### src/rtl/dma_block_engine.sv
// -----------------------------------------------------------------------------
// dma_block_engine
//   Device-side DMA engine. It takes a transfer command, requests the shared
//   memory bus and, once granted, writes the device buffer to memory one
//   block (BLOCK_WORDS words) at a time. Each block holds mem_writeM for
//   MEM_LATENCY cycles. After the last block the bus is released and dma_end
//   pulses for one cycle.
//
// Ports
//   clk            rising-edge clock
//   reset          synchronous, active-high reset
//   cmd_valid      start request
//   cmd_ready      engine idle; a command is accepted on cmd_valid & cmd_ready
//   cmd_addr       first memory word address
//   cmd_len        transfer length in words
//   dev_block_idx  index of the device block currently being written
//   dev_data       device buffer block at dev_block_idx (combinational input)
//   BUS_Request    bus request to the CPU-side controller
//   BUS_Grant      bus grant from the CPU-side controller
//   mem_writeM     memory write strobe
//   mem_address    memory block address
//   mem_data       write data; dev_data while mem_writeM is high, else 0
//   busy           transfer in progress (not idle)
//   dma_end        one-cycle completion pulse
// -----------------------------------------------------------------------------
module dma_block_engine #(
  parameter int WORD_SIZE   = 16,
  parameter int BLOCK_WORDS = 4,
  parameter int MEM_LATENCY = 4
) (
  input  logic                               clk,
  input  logic                               reset,
  input  logic                               cmd_valid,
  output logic                               cmd_ready,
  input  logic [WORD_SIZE-1:0]               cmd_addr,
  input  logic [7:0]                         cmd_len,
  output logic [7:0]                         dev_block_idx,
  input  logic [WORD_SIZE*BLOCK_WORDS-1:0]   dev_data,
  output logic                               BUS_Request,
  input  logic                               BUS_Grant,
  output logic                               mem_writeM,
  output logic [WORD_SIZE-1:0]               mem_address,
  output logic [WORD_SIZE*BLOCK_WORDS-1:0]   mem_data,
  output logic                               busy,
  output logic                               dma_end
);

  localparam int CNT_W = (MEM_LATENCY > 1) ? $clog2(MEM_LATENCY) : 1;

  typedef enum logic [1:0] {
    S_IDLE,
    S_REQ,
    S_WRITE,
    S_DONE
  } state_t;

  state_t               r_state, w_state_next;
  logic [WORD_SIZE-1:0] r_cur_addr, w_cur_addr_next;
  logic [8:0]           r_nblocks, w_nblocks_next;
  logic [8:0]           r_blk, w_blk_next;
  logic [CNT_W-1:0]     r_cnt, w_cnt_next;

  logic [8:0]           w_nblocks_cmd;
  logic                 w_last_cnt;
  logic                 w_last_blk;

  // Block count rounded up; 9 bits so 255 + (BLOCK_WORDS-1) cannot overflow.
  assign w_nblocks_cmd = ({1'b0, cmd_len} + 9'(BLOCK_WORDS - 1)) / 9'(BLOCK_WORDS);
  assign w_last_cnt    = (r_cnt == CNT_W'(MEM_LATENCY - 1));
  assign w_last_blk    = (r_blk == (r_nblocks - 9'd1));

  always_ff @(posedge clk) begin
    if (reset) begin
      r_state    <= S_IDLE;
      r_cur_addr <= '0;
      r_nblocks  <= '0;
      r_blk      <= '0;
      r_cnt      <= '0;
    end else begin
      r_state    <= w_state_next;
      r_cur_addr <= w_cur_addr_next;
      r_nblocks  <= w_nblocks_next;
      r_blk      <= w_blk_next;
      r_cnt      <= w_cnt_next;
    end
  end

  always_comb begin
    w_state_next    = r_state;
    w_cur_addr_next = r_cur_addr;
    w_nblocks_next  = r_nblocks;
    w_blk_next      = r_blk;
    w_cnt_next      = r_cnt;

    cmd_ready       = 1'b0;
    busy            = 1'b1;
    BUS_Request     = 1'b0;
    mem_writeM      = 1'b0;
    mem_address     = '0;
    dev_block_idx   = '0;
    dma_end         = 1'b0;

    case (r_state)
      S_IDLE: begin
        cmd_ready = 1'b1;
        busy      = 1'b0;
        if (cmd_valid) begin
          w_cur_addr_next = cmd_addr;
          w_nblocks_next  = w_nblocks_cmd;
          w_blk_next      = '0;
          w_cnt_next      = '0;
          // A zero-length command never touches the bus.
          w_state_next    = (w_nblocks_cmd == 9'd0) ? S_DONE : S_REQ;
        end
      end

      S_REQ: begin
        BUS_Request = 1'b1;
        if (BUS_Grant) begin
          w_state_next = S_WRITE;
        end
      end

      S_WRITE: begin
        BUS_Request   = 1'b1;
        mem_writeM    = 1'b1;
        mem_address   = r_cur_addr;
        dev_block_idx = r_blk[7:0];
        if (!BUS_Grant) begin
          // Losing the grant wins over completion: the whole block is redone.
          w_cnt_next   = '0;
          w_state_next = S_REQ;
        end else if (w_last_cnt) begin
          w_cnt_next      = '0;
          w_blk_next      = r_blk + 9'd1;
          w_cur_addr_next = r_cur_addr + WORD_SIZE'(BLOCK_WORDS);
          if (w_last_blk) begin
            w_state_next = S_DONE;
          end
        end else begin
          w_cnt_next = r_cnt + CNT_W'(1);
        end
      end

      S_DONE: begin
        dma_end      = 1'b1;
        w_state_next = S_IDLE;
      end

      default: begin
        w_state_next = S_IDLE;
      end
    endcase
  end

  assign mem_data = mem_writeM ? dev_data : '0;

endmodule

### config.mk
export PLATFORM = sky130hd
export DESIGN_NAME = dma_block_engine
export DESIGN_NICKNAME = d
export VERILOG_FILES = /design/src/rtl/dma_block_engine.sv
export SDC_FILE = /design/constraint.sdc
export NUM_CORES = 1
export LEC_CHECK = 0
export CAP_MARGIN = 20
export CORE_MARGIN = 8
export CORE_UTILIZATION = 39
export DETAILED_ROUTE_END_ITERATION = 10
export GPL_ROUTABILITY_DRIVEN = 0
export PLACE_DENSITY = 0.95
export SLEW_MARGIN = 20
export SYNTH_ARGS = -nofsm -noshare
export SYNTH_HDL_FRONTEND = slang
export SYNTH_SLANG_ARGS = --single-unit
### constraint.sdc
create_clock -name clk -period 4 [get_ports clk]
set_input_delay 0.4 -clock clk [delete_from_list [all_inputs] [get_ports clk]]
set_output_delay 0.4 -clock clk [all_outputs]
set_load 0.02 [all_outputs]
==> PnR_summary.wiki, run 1 <==
{| class="wikitable"
! Metric !! Value
|-
| Clock edge transition at the registers on the reported setup and hold paths || ~0.08 ns
|-
| Top cells by count, synth || and2_1 (87), dfxtp_1 (36), nor2_1 (33)
|-
| Pwr per Cell Area || 492 nW/µm²
|-
| Num Clock Sinks || 36
|-
| Required time of the critical path || approximately 3.6 ns
|-
| Biggest fanout along the worst timing path || 112
|-
| Remaining DRCs || 0
|-
| Vias || 3272
|-
| Net count of the finished layout || around 640
|-
| Combined area of all synthesized cells || approximately 2800 µm²
|-
| Area fraction in and, or, nand and nor cells after synthesis || roughly two fifths
|-
| Sequential area share after synthesis || 26.0%
|-
| Final antenna diode count || 0
|-
| Dominant combinational cell family by area after synthesis || simple AND/OR/NAND/NOR gates
|-
| Share of synthesized area spent on multiplexers || 0.723%
|-
| Biggest area contributors in the synthesized netlist || dfxtp_1 (26%), and2_1 (20%), a21oi_1 (4.7%)
|-
| Sw Ratio || 44.5%
|-
| Type of destination of the critical path || output port
|-
| CTS tree || built
|-
| Minimum clock period after layout || 2.94 ns
|-
| Max-slew violation count || 0
|-
| Initial cell density of the core || 40.5%
|-
| Number of max-capacitance violations reported || 0
|-
| Most area-hungry cell type in the Yosys netlist || dfxtp_1
|-
| Result of the run || finished, final reports clean
|-
| Post-place setup slack || 1.22 ns
|-
| Unrepaired setup endpoints after global routing || false
|-
| Adder-cell share of the synthesized area || under 10%
|-
| DRT iter0 DRCs || 227
|-
| Quantity of gates resized following cts || 0
|-
| Library cell with the highest instance count after synthesis || and2_1
|-
| Number of buffer cells added on primary ports || 184
|-
| I/O pin count || 185
|-
| Peak supply drop || 0.000344 V
|-
| Post-DR wirelength/cell || 17.4 µm
|-
| DRT Wirelength || 11200 µm
|-
| Number of hold-slack violations in the final timing report || 0
|-
| Number of global-route vias before repair || 3134
|-
| Fraction of post-synthesis cell area in the top cell type by area || 26.0%
|-
| Final critical-path setup slack || between 1 and 1.5 ns
|-
| Max Freq || 0.340 GHz
|-
| Final antenna-violating net count || 0
|-
| Setup-violating endpoint count in the final report || 0
|-
| Net load switching power || about 1.0 mW
|-
| Min-delay src || r_nblocks[6]
|-
| Share of the synthesized netlist area taken by xor and xnor gates || 5.69%
|-
| Cell internal power dissipation || 1.30 mW
|-
| Fraction of the mapped netlist area in compound gates || 19.0%
|-
| Number of antenna violations at the first check in global routing || 0
|-
| Worst reg2reg path startpoint || r_state[0]
|-
| Slew at the pin closest to its max-slew limit || 0.849 ns
|-
| Syn_nets || 474
|-
| Class of the tightest hold or removal check || flop to flop
|-
| Placeable core area || 6830 µm²
|-
| Tcrit/Tclk final || 73.5%
|-
| Part of the power in registers || 23.2%
|-
| Detailed placement HPWL || 8960 µm
|-
| Normalized max-slew margin || 43.4%
|-
| Crit path launch type || flop
|-
| Layout cells sized above 1 || between 4 and 5%
|-
| Crit Path Category || flop to output port
|-
| Die Footprint || 10100 µm²
|-
| Count of cell types in the netlist || 53
|-
| Global route total overflow || 0
|-
| Wire length of the first global-routing pass || 17400 µm
|-
| Hold-fix buffer count after cts || 0
|-
| Main flop type after synthesis || dfxtp_1
|-
| Post-DP Area || 4650 µm²
|-
| Number of synthesized register bits || 36
|-
| Worst-skew pair later-pin latency || 0.29 ns
|-
| Average footprint of a synthesized cell || 7.41 µm²
|-
| Post-CTS setup buffer count || 0
|-
| Area of all placed cells without fillers || 4750 µm²
|-
| Area grow syn2layout || 71.6%
|-
| Arrival time worst endpoint || 2.54 ns
|-
| Gate power share || between 60% and 70%
|-
| Maximum number of pins on one net before global-route repair || 113
|-
| Standard-cell row count || 30
|-
| Root Buffer || clkbuf_8
|-
| Die outline width || 100 µm
|-
| Maximum clock skew at final layout || a little over 0.005 ns
|-
| Cells on Worst Hold Path || 2
|-
| Number of vias per cell || 5.10
|-
| Instance count of the mapped netlist || 374
|-
| Synth async-reset ratio || 0%
|-
| CTS max path bufs || 2
|-
| Yosys synthesis warning count || 0
|-
| CTS H-tree depth || 2
|-
| End point of the worst hold path || r_nblocks[6]
|-
| First-pass detailed-route iteration total || 4
|-
| Total CTS buffers || 5
|-
| TNS Setup || 0 ns
|-
| Die height || ~100 µm
|-
| Leakage || 1.75 nW
|-
| Combined global-route utilization of all metal layers || a little over a fifth
|-
| FF-to-FF setup slack || between 1 and 1.5 ns
|-
| Count of flip-flops with a built-in enable after synthesis || 0
|-
| Clock share of power || between 10% and 20%
|-
| Capture point of the worst reg-to-reg path || r_blk[5]
|-
| Count of cells along the worst register-to-register path || 9
|}
## worst max-delay path by stage
| stage | startpoint | endpoint | slack (ns) | cells after the start |
|---|---|---|---|---|
| after floorplan | r_state[0] | r_state[0] | 1.69 | 8 |
| after global placement | r_state[0] | r_blk[5] | 1.36 | 9 |
| after detailed placement | r_state[0] | r_blk[5] | 1.22 | 9 |
| after CTS | r_state[0] | mem_address[15] | 1.10 | 6 |
| after global routing | r_state[0] | r_blk[5] | 0.90 | 9 |
| final | r_state[0] | mem_address[15] | 1.06 | 6 |
## per-layer routing
layer / global-route usage (%) / vias up / wire (µm)
li1: - / 1621 / -
met1: 26.2 / 1515 / 4660
met2: 38.5 / 127 / 5690
met3: 4.91 / 9 / 736
met4: 3.26 / 0 / 77
met5: 0 / - / 0
## per-stage QoR
step / std cells / hold WS, ns / power [mW] / util, %
final: 641 / 0.496 / 2.34 / 69.6
after global routing: 641 / 0.508 / 2.49 / 69.6
after global placement: 633 / 0.466 / 1.97 / 68.0
after detailed placement: 633 / 0.476 / 2.02 / 68.0
after CTS: 641 / 0.488 / 2.34 / 69.7
after floorplan: 374 / 0.444 / 1.43 / -
## registers in the layout, summed over array words and instances, names as in the netlist
| name | count |
|---|---|
| r_blk | 9 |
| r_state | 2 |
| r_cur_addr | 16 |
| r_nblocks | 7 |
| r_cnt | 2 |
## cells in the final DEF (no fill, tap or decap), drive strengths merged, types with 10 or more instances in the layout
cell and instances:
nor3 11, and2 87, dfxtp 36, nand2 19, clkdlybuf4s50 183, nor2 34
a211oi 12, xor2 10, o21ai 17, inv 12, a21oi 27
## critical path, cell delays in order (launching register included)
cell	delay [ns]
dfxtp_1	0.33
inv_1	0.12
ha_2	0.20
buf_4	0.63
nand2_1	0.18
inv_1	0.10
clkdlybuf4s50_1	0.61
## cell families after synthesis
kind of cell,Yosys count
buf+inv,37
simple gates,191
compound gates,82
xor+xnor,18
fa+ha+maj,8
mux,2
flops,36
## power groups by stage
stage / sequential, mW / clock (mW) / combinational (mW)
final: 0.544 / 0.320 / 1.48
after global routing: 0.554 / 0.342 / 1.59
after CTS: 0.540 / 0.324 / 1.48
after detailed placement: 0.546 / 0 / 1.47
after global placement: 0.539 / 0 / 1.43
after floorplan: 0.518 / 0 / 0.913
## cell type report
type	count	area, µm²
clock inverter	3	42.5
sequential	36	721
timing repair buffer	187	1860
inverter	13	48.8
clock buffer	5	68.8
multi-input combinational	301	1890
fill	523	2080
tap	96	120
(Power assumes the default switching activity.)
==> inputs of run 2 (changes only) <==
- CORE_UTILIZATION: 39 -> 33
- PLACE_DENSITY: 0.95 -> 0.88
- clock period: 4 -> 2.5 ns (I/O delays scaled with it)
==> run 2 against run 1 <==
Compared with the run above: via count decreased by 1.7%; first-iteration DRC count increased by 5.3%; sequential share of layout area is 0.28 points lower; setup slack lost 0.95 ns; routed wire length up 2.9%; count of clock-buffer cells in the layout is the same; total power increased by 65%; register-to-register slack got worse by 1.0 ns; utilization fell by 10 points; critical path type unchanged; largest cell class is now buffers.
==> PnR_summary.wiki, run 2 (synthesis results as in run 1) <==
{| class="wikitable"
! Metric !! Value
|-
| Vias || 3218 (-1.7%)
|-
| Post-place setup slack || 0.0979 ns (-1.12 ns)
|-
| Final cell count without fillers || 656 (+2.3%)
|-
| Normalized max-slew margin || 54.9% (+12 points)
|-
| Type of destination of the critical path || output port
|-
| Clock edge transition at the registers on the reported setup and hold paths || 0.08 ns (about the same)
|-
| CTS tree || built
|-
| Number of buffer cells added on primary ports || 184 (unchanged)
|-
| Minimum clock period after layout || roughly 2.4 ns
|-
| Post-DR wirelength/cell || 17.5 µm (+0.53%)
|-
| Setup-violating endpoint count in the final report || 0 (unchanged)
|-
| Inst Count DP || 648 (+2.4%)
|-
| Required time of the critical path || 2.25 ns (-1.35 ns)
|-
| Util after Layout || 59.3% (-10 points)
|-
| Pwr per Cell Area || 800 nW/µm² (+62%)
|-
| Buf+Inv Stages, Crit Path || 3 (-1)
|-
| Crit path launch type || flop
|-
| Net count of the finished layout || 650 (+0.93%)
|-
| Number of antenna violations at the first check in global routing || 0 (unchanged)
|-
| Max-slew violation count || 0 (unchanged)
|-
| Number of vias per cell || 4.91 (-3.9%)
|-
| Layout cells sized above 1 || 5.44% (+0.86 points)
|-
| DRT iter0 DRCs || 239 (+5.3%)
|-
| Max Freq || 0.418 GHz
|-
| Maximum cell stage delay along the critical path || 0.67 ns (+0.04 ns)
|-
| CTS H-tree depth || 2 (unchanged)
|-
| Fillers || 704 (+35%)
|-
| Largest regs || r_cur_addr x16, r_blk x9, r_nblocks x7
|-
| Met1 Track Usage GR || 23.0% (-3.2 points)
|-
| Global routing met2 resource utilization || 31.7% (-6.8 points)
|-
| Maximum number of pins on one net before global-route repair || 64 (-43%)
|-
| Number of global-route vias before repair || 3254 (+3.8%)
|-
| Unrepaired setup endpoints after global routing || false
|-
| Slew at the pin closest to its max-slew limit || 0.674 ns (-0.175 ns)
|-
| Number of hold-slack violations in the final timing report || 0 (unchanged)
|-
| Slowest cell on the critical path || clkdlybuf4s50_1
|-
| Final antenna diode count || 0 (unchanged)
|-
| Worst-skew pair later-pin latency || 0.30 ns (about the same)
|-
| Global route total overflow || 0 (unchanged)
|-
| Number of max-capacitance violations reported || 0 (unchanged)
|-
| Placeable core area || 8180 µm² (+20%)
|-
| First-pass detailed-route iteration total || 4 (unchanged)
|-
| Commonest cells after routing, fill and taps aside || clkdlybuf4s50_1 (183), and2_1 (87), dfxtp_1 (36)
|-
| Most flops, register || r_cur_addr
|-
| Tcrit/Tclk final || 95.7%
|-
| Most frequent standard cell in the layout excluding fill and tap cells || clkdlybuf4s50_1
|-
| Root Buffer || clkbuf_8
|-
| Num Clock Sinks || 36 (unchanged)
|-
| Number of flip-flops under the largest register name || 16 (unchanged)
|-
| Biggest fanout along the worst timing path || 63 (-44%)
|-
| CTS max path bufs || 2 (unchanged)
|-
| Arrival time worst endpoint || 2.14 ns (-0.40 ns)
|-
| Final antenna-violating net count || 0 (unchanged)
|-
| I/O pin count || 185 (unchanged)
|-
| Peak supply drop || 0.000739 V (+110%)
|-
| DRT Wirelength || 11500 µm (+2.9%)
|-
| Wire length of the first global-routing pass || 17500 µm (+0.56%)
|-
| Initial cell density of the core || 33.9% (-6.7 points)
|-
| Hold slack || 0.483 ns (-0.0129 ns)
|-
| Die Footprint || 11600 µm² (+15%)
|-
| Register area || 721 µm² (unchanged)
|-
| Combined global-route utilization of all metal layers || 18.6% (-3.1 points)
|-
| Final critical-path setup slack || 0.108 ns (-0.953 ns)
|-
| Detailed placement HPWL || 9340 µm (+4.2%)
|-
| Area occupied by multi-input gates || 1900 µm² (+0.53%)
|-
| Total CTS buffers || 5 (unchanged)
|-
| Crit Path Category || flop to output port
|-
| Standard-cell row count || 33 (+10%)
|-
| Maximum clock skew at final layout || 0.0120 ns (+0.00693 ns)
|-
| TNS Setup || 0 ns (unchanged)
|-
| Result of the run || finished, final reports clean
|-
| Die height || 108 µm (+7.3%)
|-
| Area grow syn2layout || 74.9%
|-
| Die outline width || 108 µm (+7.3%)
|-
| Kind of cell with the highest combined delay on the critical path || buffers and inverters
|-
| Class of the tightest hold or removal check || flop to flop
|-
| Ordered cell list for the critical path || inv_1 -> ha_4 -> buf_12 -> and2_1 -> clkdlybuf4s50_1
|-
| Remaining DRCs || 0 (unchanged)
|-
| GRT met3 Usage || 4.07% (-0.84 points)
|-
| Most Crowded Layer GR || met2
|-
| Leakage || 1.80 nW (+3.1%)
|}
-- run 2: cell types whose count changed in the layout (fill, tap and decap cells not counted), sizes merged --
cell | previous run | this run
buf | 4 | 9
dlymetal6s2s | 0 | 1
-- run 2: where the power goes --
group          internal (mW)  total, mW  switching (mW)
registers              0.712      0.868           0.156
clock network          0.295      0.531           0.236
logic                   1.15       2.47            1.33
total                   2.15       3.87            1.72
-- run 2: worst reg2reg max path: cells and delay by family (launching register included) --
family,cells,cell delay [ns]
AO/OA/AOI/OAI,2,0.41
adder cells (fa/ha/maj),1,0.29
buffers and inverters,2,0.25
flip-flops,1,0.41
AND/OR/NAND/NOR,3,0.92
-- run 2: through the flow --
stage	cell area [µm²]	power, mW
detailed placement	4720	3.31
finish	4840	3.87
floorplan	2770	2.29
global placement	4720	3.24
global route	4840	4.12
CTS	4840	3.87
-- run 2: repair_timing --
| action | 4_1_cts | 5_1_grt |
|---|---|---|
| pin swaps | 0 | 0 |
| setup buffers | 0 | 0 |
| endpoints found under the setup margin | 4 | 1 |
| hold buffers | 0 | 0 |
| gates resized for setup | 2 | 1 |
-- run 2: per-layer routing --
| layer | routed length (µm) | up-vias |
|---|---|---|
| li1 | - | 1638 |
| met1 | 4790 | 1445 |
| met2 | 5750 | 126 |
| met3 | 795 | 9 |
| met4 | 145 | 0 |
| met5 | 0 | - |
-- run 2: final timing paths --
path                  from              to  slack (ns)  depth (start not counted)
max             r_state[0]  mem_address[4]        0.11                          5
min          r_cur_addr[1]   r_cur_addr[1]        0.48                          2
max reg2reg     r_state[1]      r_state[0]        0.15                          8
min reg2reg  r_cur_addr[1]   r_cur_addr[1]        0.48                          2
-- run 2: area by class of cell --
| cell class | count | area share [%] |
|---|---|---|
| repair buffers | 193 | 39.8 |
| multi-input cells | 301 | 39.3 |
| flip-flops and latches | 36 | 14.9 |
| well taps | 105 | 2.71 |
| clock buffers | 5 | 1.42 |
| inverters | 13 | 1.01 |
| clock inverters | 3 | 0.878 |
==> inputs of run 3 (changes only) <==
- ABC_AREA: default -> 0
- CORE_MARGIN: 8 -> 5
==> run 3 against run 2 <==
Compared with the run above: setup slack lost 0.011 ns; sequential share of layout area fell by 0.061 points; die area down 11%; utilization shrank 0.054 points; hold slack better by 0.018 ns; flip-flop and latch count unchanged; routed wire length shrank 5.6%; combinational power hardly changed; critical endpoint is now r_state[0]; largest cell class unchanged.
==> PnR_summary.wiki, run 3 (synthesis results as in run 1) <==
{| class="wikitable"
! Metric !! Value
|-
| Combined global-route utilization of all metal layers || 20.5% (+1.9 points)
|-
| Biggest fanout along the worst timing path || 7 (-89%)
|-
| Minimum clock period after layout || 2.40 ns (+0.0107 ns)
|-
| Maximum number of pins on one net before global-route repair || 80 (+25%)
|-
| Final antenna diode count || 0 (unchanged)
|-
| Commonest cells after routing, fill and taps aside || clkdlybuf4s50_1 (180), and2_1 (87), dfxtp_1 (36)
|-
| Initial cell density of the core || 33.7% (-0.17 points)
|-
| Post-CTS setup buffer count || 0 (unchanged)
|-
| Peak supply drop || 0.000384 V (-48%)
|-
| Area occupied by multi-input gates || 1900 µm² (unchanged)
|-
| Detailed placement HPWL || 8600 µm (-7.9%)
|-
| First-pass detailed-route iteration total || 4 (unchanged)
|-
| Remaining DRCs || 0 (unchanged)
|-
| Net count of the finished layout || 652 (+0.31%)
|-
| Die outline width || 102 µm (-5.6%)
|-
| I/O pin count || 185 (unchanged)
|-
| Final antenna-violating net count || 0 (unchanged)
|-
| Num Clock Sinks || 36 (unchanged)
|-
| Number of flip-flops under the largest register name || 16 (unchanged)
|-
| Die Footprint || 10300 µm² (-11%)
|-
| Number of buffer cells added on primary ports || 184 (unchanged)
|-
| CTS tree || built
|-
| Max Freq || 0.416 GHz (-0.44%)
|-
| Result of the run || finished, final reports clean
|-
| Number of global-route vias before repair || 3328 (+2.3%)
|-
| Unrepaired setup endpoints after global routing || false
|-
| Maximum clock skew at final layout || 0.00603 ns (-0.00598 ns)
|-
| Wire length of the first global-routing pass || 16900 µm (-3.4%)
|-
| Tcrit/Tclk final || 96.1% (+0.43 points)
|-
| Most frequent standard cell in the layout excluding fill and tap cells || clkdlybuf4s50_1
|-
| Crit Path Category || flop to flop
|-
| CTS H-tree depth || 2 (unchanged)
|-
| Vias || 3293 (+2.3%)
|-
| TNS Setup || 0 ns (unchanged)
|-
| Total CTS buffers || 5 (unchanged)
|-
| Register area || 721 µm² (unchanged)
|-
| Number of antenna violations at the first check in global routing || 0 (unchanged)
|-
| Number of hold-slack violations in the final timing report || 0 (unchanged)
|-
| Area grow syn2layout || 75.6%
|-
| DRT Wirelength || 10800 µm (-5.6%)
|-
| Slew at the pin closest to its max-slew limit || 0.709 ns (+0.0347 ns)
|-
| Standard-cell row count || 33 (unchanged)
|-
| Final critical-path setup slack || 0.0974 ns (-0.0107 ns)
|-
| Root Buffer || clkbuf_8
|-
| Die height || 102 µm (-5.6%)
|-
| Global route total overflow || 0 (unchanged)
|-
| Quantity of gates resized following cts || 1 (-1)
|-
| Post-DR wirelength/cell || 16.5 µm (-5.9%)
|-
| Util after Layout || 59.2% (about the same)
|-
| Crit path launch type || flop
|-
| Leakage || 1.87 nW (+3.4%)
|-
| Type of destination of the critical path || flop
|-
| Max-slew violation count || 0 (unchanged)
|-
| Worst-skew pair later-pin latency || 0.29 ns (about the same)
|-
| Hold-fix buffer count after cts || 0 (unchanged)
|-
| Class of the tightest hold or removal check || flop to flop
|-
| Required time of the critical path || 2.71 ns (+0.46 ns)
|-
| CTS max path bufs || 2 (unchanged)
|-
| Arrival time worst endpoint || 2.61 ns (+0.47 ns)
|-
| Clock edge transition at the registers on the reported setup and hold paths || 0.08 ns (about the same)
|-
| Normalized max-slew margin || 52.6% (-2.3 points)
|-
| Post-place setup slack || 0.149 ns (+0.0515 ns)
|-
| Number of vias per cell || 5.00 (+2.0%)
|-
| Layout cells sized above 1 || 5.97% (+0.52 points)
|-
| Most flops, register || r_cur_addr
|-
| Number of max-capacitance violations reported || 0 (unchanged)
|-
| Setup-violating endpoint count in the final report || 0 (unchanged)
|-
| Largest regs || r_cur_addr x16, r_blk x9, r_nblocks x7
|-
| Fillers || 698 (-0.85%)
|-
| Pwr per Cell Area || 788 nW/µm² (-1.5%)
|-
| DRT iter0 DRCs || 159 (-33%)
|-
| Placeable core area || 8220 µm² (+0.51%)
|}
-- run 3: cell count changes in the layout (fill, tap and decap cells not counted) --
cell,delta
buf_6,-1
clkinv_2,+1
clkdlybuf4s50_1,-3
buf_4,+3
dlymetal6s2s_1,+3
clkinv_1,-1
-- run 3: cell type report --
class,instances,share of cell area [%]
clock inverters,3,0.874
repair buffers,195,40.0
inverters,13,1.03
clock buffers,5,1.41
flip-flops and latches,36,14.8
well taps,105,2.70
multi-input cells,301,39.1
-- run 3: path summary, 6_finish.rpt --
path | startpoint | to | slack, ns | cells after the start
setup / recovery | r_state[0] | r_state[0] | 0.1 | 8
hold / removal | r_nblocks[6] | r_nblocks[6] | 0.50 | 2
setup reg to reg | r_state[0] | r_state[0] | 0.1 | 8
hold reg to reg | r_nblocks[6] | r_nblocks[6] | 0.50 | 2
-- run 3: power by group --
part | total (mW) | internal (mW) | switching (mW)
Sequential | 0.870 | 0.712 | 0.158
Clock | 0.519 | 0.295 | 0.224
Combinational | 2.44 | 1.13 | 1.31
-- run 3: layer usage --
layer  vias up  GRT usage, %  routed length [µm]
met3        16          7.23                 924
met4         0          5.11                 172
li1       1640             -                   -
met2       114          35.3                5400
met1      1523          24.4                4340
met5         -             0                   0
-- run 3: per-stage QoR --
| step | total power [mW] | std cells | hold WS, ns | cell area (µm²) |
|---|---|---|---|---|
| 2_1_floorplan | 2.29 | 374 | 0.422 | 2770 |
| 3_3_place_gp | 3.22 | 650 | 0.460 | 4730 |
| 3_5_place_dp | 3.30 | 650 | 0.484 | 4730 |
| 4_1_cts | 3.84 | 658 | 0.495 | 4840 |
| 5_1_grt | 4.10 | 658 | 0.506 | 4860 |
| 6_report | 3.83 | 658 | 0.501 | 4860 |
-- run 3: critical path, stage by stage (launching register included) --
cell	delay (ns)
dfxtp_1	0.38
inv_1	0.12
ha_1	0.32
inv_1	0.16
o2111ai_1	0.15
or4b_4	0.57
nor4_4	0.27
nor2_2	0.08
a221oi_2	0.27
